--- src/rtl/ped_crossing_if.sv ---
// Lamp and pedestrian signals between the traffic-light side and the crossing
// controller. master = traffic/pedestrian side, slave = ped_crossing.
interface ped_crossing_if;
  logic red;
  logic orange;
  logic green;
  logic button;
  logic walk;
  logic dont_walk;
  logic flash;
  logic wait_lamp;
  logic fault;

  modport master (
    output red, orange, green, button,
    input  walk, dont_walk, flash, wait_lamp, fault
  );

  modport slave (
    input  red, orange, green, button,
    output walk, dont_walk, flash, wait_lamp, fault
  );
endinterface

--- src/rtl/ped_crossing.sv ---
// Pedestrian crossing controller: grants WALK only on a red-rise from the
// upstream traffic FSM, then a flashing clearance; illegal lamps latch FAULT.
module ped_crossing #(
  parameter int WALK_CYCLES  = 4,
  parameter int FLASH_CYCLES = 2
) (
  input  logic           clk,
  input  logic           reset,
  ped_crossing_if.slave  bus
);

  localparam int MAX_CYCLES = (WALK_CYCLES > FLASH_CYCLES) ? WALK_CYCLES : FLASH_CYCLES;
  localparam int CW         = $clog2(MAX_CYCLES + 1);

  typedef enum logic [2:0] {
    IDLE  = 3'd0,
    ARMED = 3'd1,
    WALK  = 3'd2,
    CLEAR = 3'd3,
    FAULT = 3'd4
  } state_t;

  state_t        state_q, state_d;
  logic [CW-1:0] cnt_q, cnt_d;
  logic          req_q, req_d;
  logic          red_q;
  logic          walk_q, walk_d;
  logic          dw_q, dw_d;
  logic          flash_q, flash_d;
  logic          fault_q, fault_d;

  logic lamp_ok, red_rise, eff_req;

  // Exactly one lamp lit; none or several is treated as an upstream failure.
  assign lamp_ok  = (bus.red ^ bus.orange ^ bus.green) & ~(bus.red & bus.orange & bus.green);
  assign red_rise = bus.red & ~red_q;
  assign eff_req  = req_q | bus.button;

  // NOTE: every sequential assignment is non-blocking so all registers update
  // from the same pre-edge values regardless of statement order.
  always_ff @(posedge clk or negedge reset) begin
    if (!reset) begin
      state_q <= IDLE;
      cnt_q   <= '0;
      req_q   <= 1'b0;
      red_q   <= 1'b1;
      walk_q  <= 1'b0;
      dw_q    <= 1'b1;
      flash_q <= 1'b0;
      fault_q <= 1'b0;
    end else begin
      state_q <= state_d;
      cnt_q   <= cnt_d;
      req_q   <= req_d;
      red_q   <= bus.red;
      walk_q  <= walk_d;
      dw_q    <= dw_d;
      flash_q <= flash_d;
      fault_q <= fault_d;
    end
  end

  // NOTE: each next-state variable defaults to its held value before the case,
  // so no path through this block can infer a latch.
  always_comb begin
    state_d = state_q;
    cnt_d   = cnt_q;
    req_d   = req_q;
    walk_d  = walk_q;
    dw_d    = dw_q;
    flash_d = flash_q;
    fault_d = fault_q;

    if (!lamp_ok) begin
      state_d = FAULT;
      fault_d = 1'b1;
      walk_d  = 1'b0;
      dw_d    = 1'b1;
      flash_d = 1'b0;
      req_d   = 1'b0;
    end else begin
      unique case (state_q)
        IDLE, ARMED: begin
          req_d = eff_req;
          // A press coinciding with the red-rise is granted on the same edge.
          if (eff_req && red_rise) begin
            state_d = WALK;
            cnt_d   = CW'(WALK_CYCLES - 1);
            walk_d  = 1'b1;
            dw_d    = 1'b0;
            req_d   = 1'b0;
          end else if (eff_req) begin
            state_d = ARMED;
          end
        end

        WALK: begin
          if (!bus.red || cnt_q == '0) begin
            state_d = CLEAR;
            cnt_d   = CW'(FLASH_CYCLES - 1);
            walk_d  = 1'b0;
            flash_d = 1'b1;
            dw_d    = 1'b1;
          end else begin
            cnt_d = cnt_q - CW'(1);
          end
        end

        CLEAR: begin
          req_d = eff_req;
          if (cnt_q == '0) begin
            state_d = eff_req ? ARMED : IDLE;
            dw_d    = 1'b1;
            flash_d = 1'b0;
          end else begin
            cnt_d = cnt_q - CW'(1);
            dw_d  = ~dw_q;
          end
        end

        FAULT: begin
          state_d = FAULT;
        end

        default: begin
          state_d = FAULT;
          fault_d = 1'b1;
          walk_d  = 1'b0;
          dw_d    = 1'b1;
          flash_d = 1'b0;
          req_d   = 1'b0;
        end
      endcase
    end
  end

  assign bus.walk      = walk_q;
  assign bus.dont_walk = dw_q;
  assign bus.flash     = flash_q;
  assign bus.wait_lamp = req_q;
  assign bus.fault     = fault_q;

endmodule

--- src/flat_wrapper.sv ---
// flat-port wrapper written by rule: the top's interface ports become plain ports
module ped_crossing_flat 
#(
  parameter int WALK_CYCLES  = 4,
  parameter int FLASH_CYCLES = 2
)
  (clk, reset, bus_red, bus_orange, bus_green, bus_button, bus_walk, bus_dont_walk, bus_flash, bus_wait_lamp, bus_fault);
  ped_crossing_if bus_i ();
  input  logic clk;
  input  logic reset;
  input wire logic [$bits(bus_i.red)-1:0] bus_red;
  input wire logic [$bits(bus_i.orange)-1:0] bus_orange;
  input wire logic [$bits(bus_i.green)-1:0] bus_green;
  input wire logic [$bits(bus_i.button)-1:0] bus_button;
  output wire logic [$bits(bus_i.walk)-1:0] bus_walk;
  output wire logic [$bits(bus_i.dont_walk)-1:0] bus_dont_walk;
  output wire logic [$bits(bus_i.flash)-1:0] bus_flash;
  output wire logic [$bits(bus_i.wait_lamp)-1:0] bus_wait_lamp;
  output wire logic [$bits(bus_i.fault)-1:0] bus_fault;
  assign bus_i.red = bus_red;
  assign bus_i.orange = bus_orange;
  assign bus_i.green = bus_green;
  assign bus_i.button = bus_button;
  assign bus_walk = bus_i.walk;
  assign bus_dont_walk = bus_i.dont_walk;
  assign bus_flash = bus_i.flash;
  assign bus_wait_lamp = bus_i.wait_lamp;
  assign bus_fault = bus_i.fault;
  ped_crossing #(.WALK_CYCLES(WALK_CYCLES), .FLASH_CYCLES(FLASH_CYCLES)) u_core (.clk(clk), .reset(reset), .bus(bus_i));
endmodule
--- config.mk ---
export PLATFORM = sky130hd
export DESIGN_NAME = ped_crossing_flat
export DESIGN_NICKNAME = d
export VERILOG_FILES = /design/src/rtl/ped_crossing_if.sv /design/src/rtl/ped_crossing.sv /design/src/flat_wrapper.sv
export SDC_FILE = /design/constraint.sdc
export NUM_CORES = 1
export LEC_CHECK = 0
export ABC_AREA = 1
export ABC_CLOCK_PERIOD_IN_PS = 1500
export BUFFER_PORTS_ARGS = -buffer_cell sky130_fd_sc_hd__buf_4
export CORE_AREA = 5 5 50 52
export DETAILED_ROUTE_END_ITERATION = 6
export DIE_AREA = 0 0 55 57
export GPL_ROUTABILITY_DRIVEN = 0
export SYNTH_ARGS = -nofsm -noshare
export SYNTH_HDL_FRONTEND = slang
export SYNTH_SLANG_ARGS = --single-unit
--- constraint.sdc ---
create_clock -name clk -period 1.5 [get_ports clk]
set_input_delay 0.225 -clock clk [delete_from_list [all_inputs] [get_ports clk]]
set_output_delay 0.225 -clock clk [all_outputs]
set_load 0.1 [all_outputs]
Word-level counts from Yosys, hierarchy flattened
Cells that the tools add are included.
- $add $sub $neg: 1
- equality and inequality tests: 15
- multiplexer cells: 28
- bitwise operators: 10
- reductions and logical operators: 16
- operators by type and width (kind ; count):
    $mux W3 ; 8
    $pmux W3 S3 ; 2
    $mux W1 ; 14
    $ne A2 B2 Y1 const B ; 6
    $reduce_and A3 Y1 ; 4
    $ne A3 B3 Y1 const B ; 3
    $pmux W1 S3 ; 3
    $eq A3 B2 Y1 const B ; 2
    $logic_not A3 Y1 ; 2
    $reduce_or A2 Y1 ; 3
    $reduce_or A5 Y1 ; 1
    $and A1 B1 Y1 ; 4
    $ne A4 B4 Y1 const B ; 1
    $pmux W1 S4 ; 1
    $reduce_and A4 Y1 ; 1
    $eq A3 B1 Y1 const B ; 1
    $eq A3 B3 Y1 const B ; 1
    $not A1 Y1 ; 3
    $reduce_bool A3 Y1 ; 1
    $reduce_or A3 Y1 ; 1
    $sub A3 B1 Y3 const B ; 1
    $ne A2 B1 Y1 const B ; 1
    $xor A1 B1 Y1 ; 2
    $logic_and A1 B1 Y1 ; 1
    3 further kinds ; 3
- bits in registers: 12
- input port bits: 6
- output and inout bits: 5
- word-level logic and storage cells: 78

Depth between registers and ports, before layout
Gate-level depths: netlist of run 1.
- depth in word-level cells: 6
- mapped depth: 10
- depth with buffers taken out: 10

Least setup slack after synthesis of run 1
Ideal clock, no wire load.
- path type: reg-to-reg
- start point: register u_core.req_q (netlist: u_core.bus.wait_lamp)
- end point: register u_core.walk_q (netlist: u_core.bus.walk)
- setup time: 0.122 ns
- data arrival time: 1.600 ns
- data required time: 1.378 ns
- path slack: -0.222 ns
- cell stages (with the launch flop): 10
- path buffers: 0
- period minus slack after synthesis: 1.722 ns
- cell sequence: dfrtp_1 -> inv_1 -> nand2_1 -> nand2_1 -> nand2_1 -> nand2_1 -> nand2_2 -> nand2_1 -> nand2_1 -> nand2_1
- word-level cells in the longest chain between the ends: 4
- RTL lines (item ; line ; RTL):
    from (decl) ; ped_crossing.sv:25 ; logic req_q, req_d;
    from (signal assigned) ; ped_crossing.sv:54 ; req_q <= req_d;
    $or A1 B1 Y1 ; ped_crossing.sv:37 ; assign eff_req = req_q | bus.button;
    $logic_and A1 B1 Y1 ; ped_crossing.sv:86 ; if (eff_req && red_rise) begin
    $ne A3 B3 Y1 (no line) ; - ;
    $reduce_and A3 Y1 (no line) ; - ;
    to (signal assigned) ; ped_crossing.sv:56 ; walk_q <= walk_d;
    to (decl) ; ped_crossing.sv:27 ; logic walk_q, walk_d;
No other way between the ends.
A chain may end at the register's enable or synchronous reset.

Worst setup path in the final report of run 1
- start point: register u_core.cnt_q[1]
- end point: register u_core.state_q[0]
- word-level cells in the longest chain between the ends: 4
- elaborated cells on any way between the ends: 5
- classes of those cells: eq/ne (2); reduce/logical (3)
- RTL lines (item ; line ; RTL):
    from (decl) ; ped_crossing.sv:24 ; logic [CW-1:0] cnt_q, cnt_d;
    from (signal assigned) ; ped_crossing.sv:53 ; cnt_q <= cnt_d;
    $logic_not A3 Y1 (*) ; ped_crossing.sv:98, ped_crossing.sv:111 ;
    $logic_or A1 B1 Y1 ; ped_crossing.sv:98 ; if (!bus.red || cnt_q == '0) begin
    $ne A3 B3 Y1 (no line) ; - ;
    $reduce_and A3 Y1 (no line) (*) ; - ;
    to (signal assigned) ; ped_crossing.sv:52 ; state_q <= state_d;
    to (decl) ; ped_crossing.sv:23 ; state_t state_q, state_d;
Mark *: on every way between the ends. The rest lies on a longest branch, timed or not.

==> results.py, run 1 <==
metrics = {
    "yosys": {
        "ys_warn_count": 0,
        "netlist_area_um2": 834.6,
        "synthDominantCellAreaShare_pct": 29.99,
        "synth_top_area_cell": "dfrtp_1",
        "yosys-top-cells-count": "33 x nand2_1, 11 x nand2_2, 10 x dfrtp_1, 10 x nand3_1, 9 x inv_1",
        "synth_cell_types": 21,
        "synth_edf_count": 0,
        "yosysMostFrequentCell": "nand2_1",
        "synthesis.nets": 121,
        "ys.flop_type": "dfrtp_1",
        "synth-seq-area-share_pct": 36.28,
        "avgSynthCellArea_um2": 7.451,
        "ys_async_sr_fraction_pct": 100.0,
        "ys_top_cells_by_area": "dfrtp_1 30%, nand2_1 15%, nand2_2 8.2%",
        "synthCells": 112,
        "synth-seq-cells": 12,
    },
    "pwr": {
        "swShare_pct": 31.01,
        "p_comb_share_pct": 18.7,
        "internal-power_mw": 0.4732,
        "power.leakage_nw": 0.5518,
        "clock_power_share_pct": 32.1,
        "sequentialPowerShare_pct": 49.2,
        "power_mw": 0.6859,
        "power.density_nw_per_um2": 693.0,
        "ir_drop_v": 0.0003838,
        "power_switching_mw": 0.2127,
    },
    "grt": {
        "grt_pass1_wl_um": 3063,
        "grtUsageTotal_pct": 13.34,
        "antenna_found_initial": 0,
        "grt-ovfl-total": 0,
        "grt_max_degree": 13,
        "grt_pass1_vias": 727,
    },
    "critical_path": {
        "cp_cell_sequence": "inv_1 -> ha_1 -> nand2_2 -> nand2_1 -> nor2_1 -> nand2_2 -> nand3_2 -> nand2_1 -> nand2_1",
        "cp_slowest_cell": "dfrtp_1",
        "worstPathMaxFanout": 4,
        "startpoint_type": "flip-flop",
        "worstSetupPathType": "flip-flop to flip-flop",
        "crit_required_ns": 1.67,
        "critPathCaptureType": "flip-flop",
        "cpPeakStageDelay_ns": 0.37,
        "reg2reg_depth": 9,
        "crit_arrival_ns": 1.51,
        "cpMostUsedCell": "nand2_1",
    },
    "cts": {
        "cts-htree-levels": 1,
        "cts_setup_buffers": 0,
        "clockBufferDepth": 2,
        "cts_tree": "yes",
        "cts_made_buffers": 3,
        "path_clk_slew_ns": 0.09,
        "clock_latency_ns": 0.28,
        "cts_root_buf": "clkbuf_4",
        "clkSinkCount": 12,
    },
    "timing": {
        "post-route-min-period_ns": 1.347,
        "grt_setup_unrepaired": "no",
        "max_freq_ghz": 0.7423,
        "setup_viol": 0,
        "setup_slack_ns": 0.1528,
        "slew-limit-headroom_pct": 81.59,
        "tightest_slew_ns": 0.2785,
        "post-route-period-util_pct": 89.82,
        "skew_ns": 0.01350,
        "tns_ns": 0,
        "hold_viol_final": 0,
        "slew_viol_final": 0,
    },
    "worst_hold_path": {
        "min_path_cells": 1,
        "hold_path.class": "input port to flip-flop",
    },
    "place": {
        "dp_slack_ns": 0.1167,
        "hpwl_um": 1309,
        "io_buffers": 10,
    },
    "outcome": {
        "outcome": "finished, final reports clean",
    },
    "die": {
        "std_cell_rows": 17,
        "start_util_pct": 40.45,
        "die_h_um": 57,
        "core_um2": 2063,
        "die_area_um2": 3135,
        "die_w_um": 55,
        "ioPinCount": 11,
    },
    "drt": {
        "wl_per_cell_um": 10.67,
        "antenna_left": 0,
        "avgViaCountPerCell": 4.692,
        "remaining_drc_errors": 0,
        "drt_iter0_markers": 22,
        "routed_wl_um": 1664,
        "routed-via-count": 732,
        "firstDrtPassIters": 4,
    },
    "final_layout": {
        "drive_gt1_share_pct": 35.94,
        "syn_to_final_growth_pct": 18.59,
        "nets": 138,
        "antenna-diode-count": 0,
    },
    "job": {
        "drv_cap": 0,
    },
}
layout by cell type (no fill, tap or decap):
cell,Yosys,routed
o211ai_1,1,1
a22oi_1,1,1
nand2_4,2,2
nand3_2,3,3
o21ai_0,1,1
xor2_1,1,1
nand2_1,33,33
dfstp_2,2,2
nor2_1,7,7
inv_2,7,7
dfrtp_1,10,9
o21ai_1,1,1
ha_1,3,3
nand2_2,11,11
dlygate4sd3_1,0,1
nor2_8,1,1
clkbuf_4,0,3
nor2_2,2,2
a21oi_1,3,3
o21ai_2,3,3
buf_4,0,11
clkbuf_1,0,1
dfrtp_2,0,1
nand3_1,10,10
nor3_1,1,1
inv_1,9,9
cells by family (layout without fill, tap and decap cells):
group	Yosys count	count (layout)	share of synthesized area, %
simple gates	70	70	43.03
buf+inv	16	32	7.197
flops	12	12	36.28
compound gates	10	10	7.946
fa+ha+maj	3	3	4.498
xor+xnor	1	1	1.050
routing by layer:
layer	part of all wire [%]	GRT usage [%]	wire, um
met1	48	18.15	807
met2	45	19.59	743
met3	3.8	2.350	63
met4	3.0	7.292	50
met5	0	0	0
worst max-delay path, delay by kind of cell, from the launching register on:
| kind | cells | cell delay (ns) |
|---|---|---|
| buffers and inverters | 1 | 0.11 |
| and+or+nand+nor | 7 | 0.55 |
| DFF | 1 | 0.37 |
| adders and majority gates | 1 | 0.20 |
cell type report:
cell class / instances / area [um2]
repair buffers: 12 / 92.59
flip-flops and latches: 12 / 304.0
fillers: 213 / 1074
clock buffers: 4 / 26.28
inverters: 16 / 60.06
multi-input cells: 84 / 471.7
well taps: 28 / 35.03
path summary, 6_finish.rpt:
path	from	to	slack [ns]
worst min-delay path	bus_red	u_core.red_q	0.08
max in group asynchronous	reset	u_core.bus.dont_walk	0.94
min in group asynchronous	reset	u_core.cnt_q[0]	0.31
worst max-delay path	u_core.cnt_q[1]	u_core.state_q[0]	0.15
worst min register to register	u_core.bus.dont_walk	u_core.bus.dont_walk	0.48
worst max register to register	u_core.cnt_q[1]	u_core.state_q[0]	0.15
registers in the layout, indices dropped and copies added, names as in the netlist:
signal / cells
u_core.bus.fault: 1
u_core.bus.walk: 1
u_core.state_q: 3
u_core.cnt_q: 3
u_core.bus.flash: 1
u_core.red_q: 1
u_core.bus.wait_lamp: 1
u_core.bus.dont_walk: 1
power by group through the flow:
stage	sequential [mW]	clock, mW	combinational, mW
3_5_place_dp	0.344	0	0.127
3_3_place_gp	0.344	0	0.126
6_report	0.338	0.220	0.128
4_1_cts	0.338	0.231	0.129
2_1_floorplan	0.379	0	0.0560
5_1_grt	0.338	0.239	0.144
through the flow:
stage / instances / hold WS, ns / utilization [%] / area (um2)
CTS: 156 / 0.07114 / 47.97 / 989.7
finish: 156 / 0.07875 / 47.97 / 989.7
global route: 156 / 0.06969 / 47.97 / 989.7
global placement: 151 / 0.07615 / 46.21 / 953.4
floorplan: 112 / -0.07059 / - / 835.8
detailed placement: 151 / 0.07900 / 46.21 / 953.4
repair_timing:
item / in CTS / in global routing
hold endpoints to repair: 12 / 0
hold buffers: 1 / 0
gates resized for setup: 0 / 0
No activity file was read; power rests on OpenSTA's default activity.
==> run 2, diff against run 1 <==
Settings changed: ABC_CLOCK_PERIOD_IN_PS 1500 to 1100, PLACE_DENSITY set to 0.7.
Clock period 1.5 ns to 1.1 ns, I/O delays scaled along.
==> run 2 against run 1 <==
Net effect:
- the run now ends with negative setup slack left
- hold slack gained 0.054 ns
- register-to-register slack lost 0.32 ns
- sequential cell count is the same
- total power grew 61%
- final cell count grew 19%
- combinational power grew 99%
- fmax grew 6.5%
- setup slack lost 0.32 ns
==> results.py, run 2 (synthesized netlist as in run 1, its figures left out) <==
metrics = {
    "outcome": {
        "outcome": "finished with violations",
        "violations": "negative setup slack",
    },
    "pwr": {
        "ir_drop_v": 0.0005686,
        "power.leakage_nw": 0.7367,
        "power.density_nw_per_um2": 757.5,
        "power_mw": 1.101,
    },
    "cts": {
        "clock_latency_ns": 0.29,
        "clkSinkCount": 12,
        "cts-htree-levels": 1,
        "path_clk_slew_ns": 0.08,
        "cts_tree": "yes",
        "clockBufferDepth": 2,
        "cts_made_buffers": 3,
        "cts_root_buf": "clkbuf_4",
    },
    "critical_path": {
        "r2r-end": "u_core.cnt_q[2]",
        "worstPathMaxFanout": 4,
        "startpoint_type": "flip-flop",
        "rr_startpoint": "u_core.cnt_q[0]",
        "cpMostUsedCell": "nand2_2",
        "cp.depth": 9,
        "cp_slowest_cell": "dfrtp_1",
        "reg2reg_depth": 9,
        "crit_start": "u_core.cnt_q[0]",
        "reg2reg_slack_ns": -0.16,
        "cp_cell_sequence": "inv_2 -> ha_4 -> nand2_8 -> inv_8 -> nor2_4 -> nand2_2 -> nand2_2 -> nand2_2 -> o21ai_2",
        "cp_num_buf_inv": 2,
        "crit_arrival_ns": 1.46,
        "endpoint": "u_core.cnt_q[2]",
        "worstSetupPathType": "flip-flop to flip-flop",
        "cp_top_family": "simple AND/OR/NAND/NOR gates",
        "crit_required_ns": 1.29,
        "critPathCaptureType": "flip-flop",
        "cpPeakStageDelay_ns": 0.38,
    },
    "drt": {
        "routed_wl_um": 2832,
        "remaining_drc_errors": 0,
        "drt_iter0_markers": 32,
        "wl_per_cell_um": 15.31,
        "firstDrtPassIters": 4,
        "routed-via-count": 949,
        "avgViaCountPerCell": 5.130,
        "antenna_left": 0,
    },
    "grt": {
        "antenna_found_initial": 0,
        "grt_pass1_vias": 954,
        "grtUsageTotal_pct": 19.59,
        "grt-ovfl-total": 0,
        "grt_pass1_wl_um": 4395,
        "grt_max_degree": 13,
    },
    "place": {
        "dp_cells": 169,
        "hpwl_um": 1557,
        "io_buffers": 10,
        "dpl-instance-area_um2": 1115,
        "dp_slack_ns": -0.2077,
    },
    "final_layout": {
        "stdcell_area_um2": 1454,
        "finalNonFillerCells": 185,
        "mostFrequentLayoutCell": "buf_4",
        "syn_to_final_growth_pct": 74.21,
        "nets": 167,
        "fin_util_pct": 70.47,
        "largestRegisters": "u_core.cnt_q x3, u_core.state_q x3",
        "drive_gt1_share_pct": 68.15,
        "antenna-diode-count": 0,
        "fillers": 152,
        "layout_common_cells": "31 x buf_4, 21 x nand2_1, 17 x nand2_2",
    },
    "timing": {
        "setup_slack_ns": -0.1646,
        "whs_ns": 0.1328,
        "max_freq_ghz": 0.7908,
        "hold_viol_final": 0,
        "tightest_slew_ns": 0.2724,
        "slew_viol_final": 0,
        "grt_setup_unrepaired": "yes",
        "tns_ns": -1.282,
        "post-route-min-period_ns": 1.265,
        "post-route-period-util_pct": 115.0,
        "setup_viol": 11,
        "skew_ns": 0.001395,
        "slew-limit-headroom_pct": 81.84,
    },
    "die": {
        "ioPinCount": 11,
        "std_cell_rows": 17,
        "die_area_um2": 3135,
        "start_util_pct": 40.45,
        "core_um2": 2063,
        "die_h_um": 57,
        "die_w_um": 55,
    },
    "job": {
        "drv_cap": 0,
    },
    "worst_hold_path": {
        "hold_path.class": "input port to flip-flop",
        "min_path_cells": 2,
    },
}
[run 2: cell count changes in the layout (fill, tap and decap cells not counted), moves of 4 or more]
| cell | before | now |
|---|---|---|
| inv_1 | 9 | 5 |
| buf_4 | 11 | 31 |
| nand2_1 | 33 | 21 |
| nand2_2 | 11 | 17 |
| buf_6 | 0 | 7 |
| dfrtp_1 | 9 | 5 |
| inv_4 | 0 | 4 |
| nand2_4 | 2 | 6 |
[run 2: power breakdown]
group          internal (mW)  switching (mW)
registers              0.459         0.00722
logic                  0.100           0.155
clock network          0.202           0.178
[run 2: final cells by class]
type	instances	area, um2	area share (%)
Timing Repair Buffer	41	361.6	24.87
Sequential cell	12	315.3	21.69
Clock buffer	4	36.28	2.496
Inverter	16	77.57	5.336
Tap cell	28	35.03	2.410
Multi-Input combinational cell	84	628.1	43.20
[run 2: worst min path at each step]
| stage | start | end | slack (ns) |
|---|---|---|---|
| floorplan | reset | u_core.bus.fault | -0.13 |
| global placement | reset | u_core.bus.walk | 0.01 |
| detailed placement | reset | u_core.bus.walk | 0.02 |
| CTS | bus_red | u_core.red_q | 0.12 |
| global route | bus_red | u_core.red_q | 0.14 |
| finish | bus_red | u_core.red_q | 0.13 |
[run 2: layer usage]
| layer | wire [um] | vias up | track usage, % | share of wire [%] |
|---|---|---|---|---|
| li1 | - | 444 | - | - |
| met1 | 1018 | 441 | 21.84 | 36 |
| met2 | 1513 | 51 | 33.28 | 53 |
| met5 | 0 | - | 0 | 0 |
| met4 | 141 | 0 | 11.11 | 5.0 |
| met3 | 159 | 13 | 3.916 | 5.6 |
[run 2: worst reg2reg max path, cell delays in order (launching register included)]
cell and delay, ns:
dfrtp_1 0.38, inv_2 0.08, ha_4 0.17, nand2_8 0.09, inv_8 0.07, nor2_4 0.04, nand2_2 0.11, nand2_2 0.10
nand2_2 0.07, o21ai_2 0.05
[run 2: repair_timing]
action,in CTS,in global routing
hold buffers,1,0
setup endpoints to repair,11,14
hold endpoints to repair,12,0
setup buffers,7,4
gates resized for setup,38,19
pin swaps,24,11
==> run 3, diff against run 2 <==
Settings changed: RECOVER_POWER set to 50.
==> run 3 against run 2 <==
Net effect:
- the flow still finishes with violations (negative setup slack)
- hold slack improved by 0.070 ns
- register-to-register slack barely moved
- critical path type unchanged
- critical endpoint unchanged
- total power fell by 0.32%
- non-clock buffer count unchanged
- routed wire length unchanged
- die area is the same
- critical path depth is the same
- final cell count unchanged
- largest power group unchanged
- highest routed layer unchanged
- setup slack unchanged
==> results.py, run 3 (synthesized netlist as in run 1, its figures left out) <==
metrics = {
    "die": {
        "start_util_pct": 40.45,
        "ioPinCount": 11,
        "std_cell_rows": 17,
        "die_w_um": 55,
        "core_um2": 2063,
        "die_area_um2": 3135,
        "die_h_um": 57,
    },
    "critical_path": {
        "reg2reg_depth": 9,
        "crit_arrival_ns": 1.46,
        "worstPathMaxFanout": 4,
        "worstSetupPathType": "flip-flop to flip-flop",
        "reg2reg_slack_ns": -0.16,
        "rr_startpoint": "u_core.cnt_q[0]",
        "r2r-end": "u_core.cnt_q[2]",
        "critPathCaptureType": "flip-flop",
        "startpoint_type": "flip-flop",
        "crit_required_ns": 1.29,
    },
    "final_layout": {
        "antenna-diode-count": 0,
        "nets": 167,
        "largestRegisters": "u_core.cnt_q x3, u_core.state_q x3",
        "syn_to_final_growth_pct": 73.31,
        "mostFrequentLayoutCell": "buf_4",
        "layout_common_cells": "29 x buf_4, 21 x nand2_1, 17 x nand2_2",
        "drive_gt1_share_pct": 66.88,
        "finalNonFillerCells": 185,
    },
    "timing": {
        "slew_viol_final": 0,
        "post-route-min-period_ns": 1.265,
        "tightest_slew_ns": 0.7180,
        "slew-limit-headroom_pct": 52.13,
        "skew_ns": 0.001395,
        "hold_viol_final": 0,
        "setup_viol": 11,
        "setup_slack_ns": -0.1646,
        "whs_ns": 0.2026,
        "grt_setup_unrepaired": "yes",
        "max_freq_ghz": 0.7908,
        "post-route-period-util_pct": 115.0,
    },
    "grt": {
        "grt_pass1_wl_um": 4395,
        "grtUsageTotal_pct": 19.59,
        "grt_max_degree": 13,
        "grt-ovfl-total": 0,
        "antenna_found_initial": 0,
        "grt_pass1_vias": 954,
    },
    "pwr": {
        "sequentialPowerShare_pct": 42.5,
        "power.density_nw_per_um2": 759.0,
        "power_switching_mw": 0.3398,
        "ir_drop_v": 0.0005664,
        "clock_power_share_pct": 34.6,
        "power.leakage_nw": 0.7294,
        "swShare_pct": 30.96,
        "internal-power_mw": 0.7579,
        "p_comb_share_pct": 22.9,
    },
    "cts": {
        "path_clk_slew_ns": 0.08,
        "clkSinkCount": 12,
        "cts_root_buf": "clkbuf_4",
        "cts_tree": "yes",
        "clock_latency_ns": 0.29,
        "cts-htree-levels": 1,
        "cts_made_buffers": 3,
        "clockBufferDepth": 2,
    },
    "outcome": {
        "outcome": "finished with violations",
        "violations": "negative setup slack",
    },
    "drt": {
        "firstDrtPassIters": 4,
        "antenna_left": 0,
        "routed-via-count": 949,
        "highest_layer": "met4",
        "wl_met3_um": 159,
        "routed_wl_um": 2832,
        "remaining_drc_errors": 0,
        "wl_met2_um": 1513,
        "wl_per_cell_um": 15.31,
        "avgViaCountPerCell": 5.130,
        "wl_met1_um": 1019,
        "drt_iter0_markers": 32,
    },
    "worst_hold_path": {
        "hold_path.class": "input port to flip-flop",
        "hp-start": "bus_red",
        "min_path_cells": 2,
        "worstHoldEndpoint": "u_core.red_q",
    },
    "place": {
        "hpwl_um": 1557,
        "dp_cells": 169,
        "dp_slack_ns": -0.2077,
        "io_buffers": 10,
    },
    "job": {
        "drv_cap": 0,
    },
}
## run 3: cell types whose count changed in the layout (fill, tap and decap cells not counted), sizes merged
cell / change
buf: -2
clkbuf: +2
## run 3: cell type report
class	instances	area (um2)
multi-input combinational	84	628.1
inverter	16	77.57
fill	155	616.8
sequential	12	315.3
timing repair buffer	41	354.1
tap	28	35.03
clock buffer	4	36.28
## run 3: layer usage
layer | up-vias | GRT usage (%)
met5 | - | 0
met1 | 441 | 21.84
met2 | 51 | 33.28
li1 | 444 | -
met3 | 13 | 3.916
met4 | 0 | 11.11
## run 3: metrics by stage
| stage | utilization (%) | total power, mW | cell area [um2] | setup TNS [ns] |
|---|---|---|---|---|
| floorplan | - | 0.5990 | 862.1 | -0.8146 |
| global placement | 54.03 | 0.6651 | 1115 | -1.608 |
| detailed placement | 54.03 | 0.6701 | 1115 | -1.753 |
| CTS | 65.74 | 1.081 | 1356 | -0.8360 |
| global route | 70.10 | 1.128 | 1446 | -1.905 |
| finish | 70.10 | 1.098 | 1446 | -1.291 |
## run 3: worst max-delay path by stage
stage                               from         endpoint  slack [ns]  cells after the start
finish                   u_core.cnt_q[0]  u_core.cnt_q[2]       -0.16                      9
CTS                 u_core.bus.dont_walk    bus_dont_walk       -0.15                      1
global route             u_core.cnt_q[0]  u_core.cnt_q[2]       -0.21                      9
floorplan           u_core.bus.wait_lamp  u_core.bus.walk       -0.18                      9
detailed placement               bus_red  u_core.cnt_q[2]       -0.21                      9
global placement                 bus_red  u_core.cnt_q[2]       -0.19                      9
## run 3: power by group through the flow
stage / clock network, mW / registers, mW / logic [mW]
floorplan: 0 / 0.521 / 0.0781
global placement: 0 / 0.473 / 0.192
detailed placement: 0 / 0.473 / 0.197
CTS: 0.372 / 0.466 / 0.243
global route: 0.393 / 0.467 / 0.268
finish: 0.380 / 0.466 / 0.252
## run 3: what timing repair did
| item | in CTS | in global routing |
|---|---|---|
| endpoints found under the hold margin | 12 | 0 |
| cloned | 0 | 0 |
| setup endpoints to repair | 11 | 14 |
| pin swaps | 24 | 11 |
| hold buffers | 1 | 0 |
| gates resized for setup | 38 | 19 |
| setup buffers | 7 | 4 |
## run 3: critical path: stages, from the launching register on
cell and delay (ns):
dfrtp_1 0.38, inv_2 0.08, ha_4 0.17, nand2_8 0.09
inv_8 0.07, nor2_4 0.04, nand2_2 0.11, nand2_2 0.10
nand2_2 0.07, o21ai_2 0.05
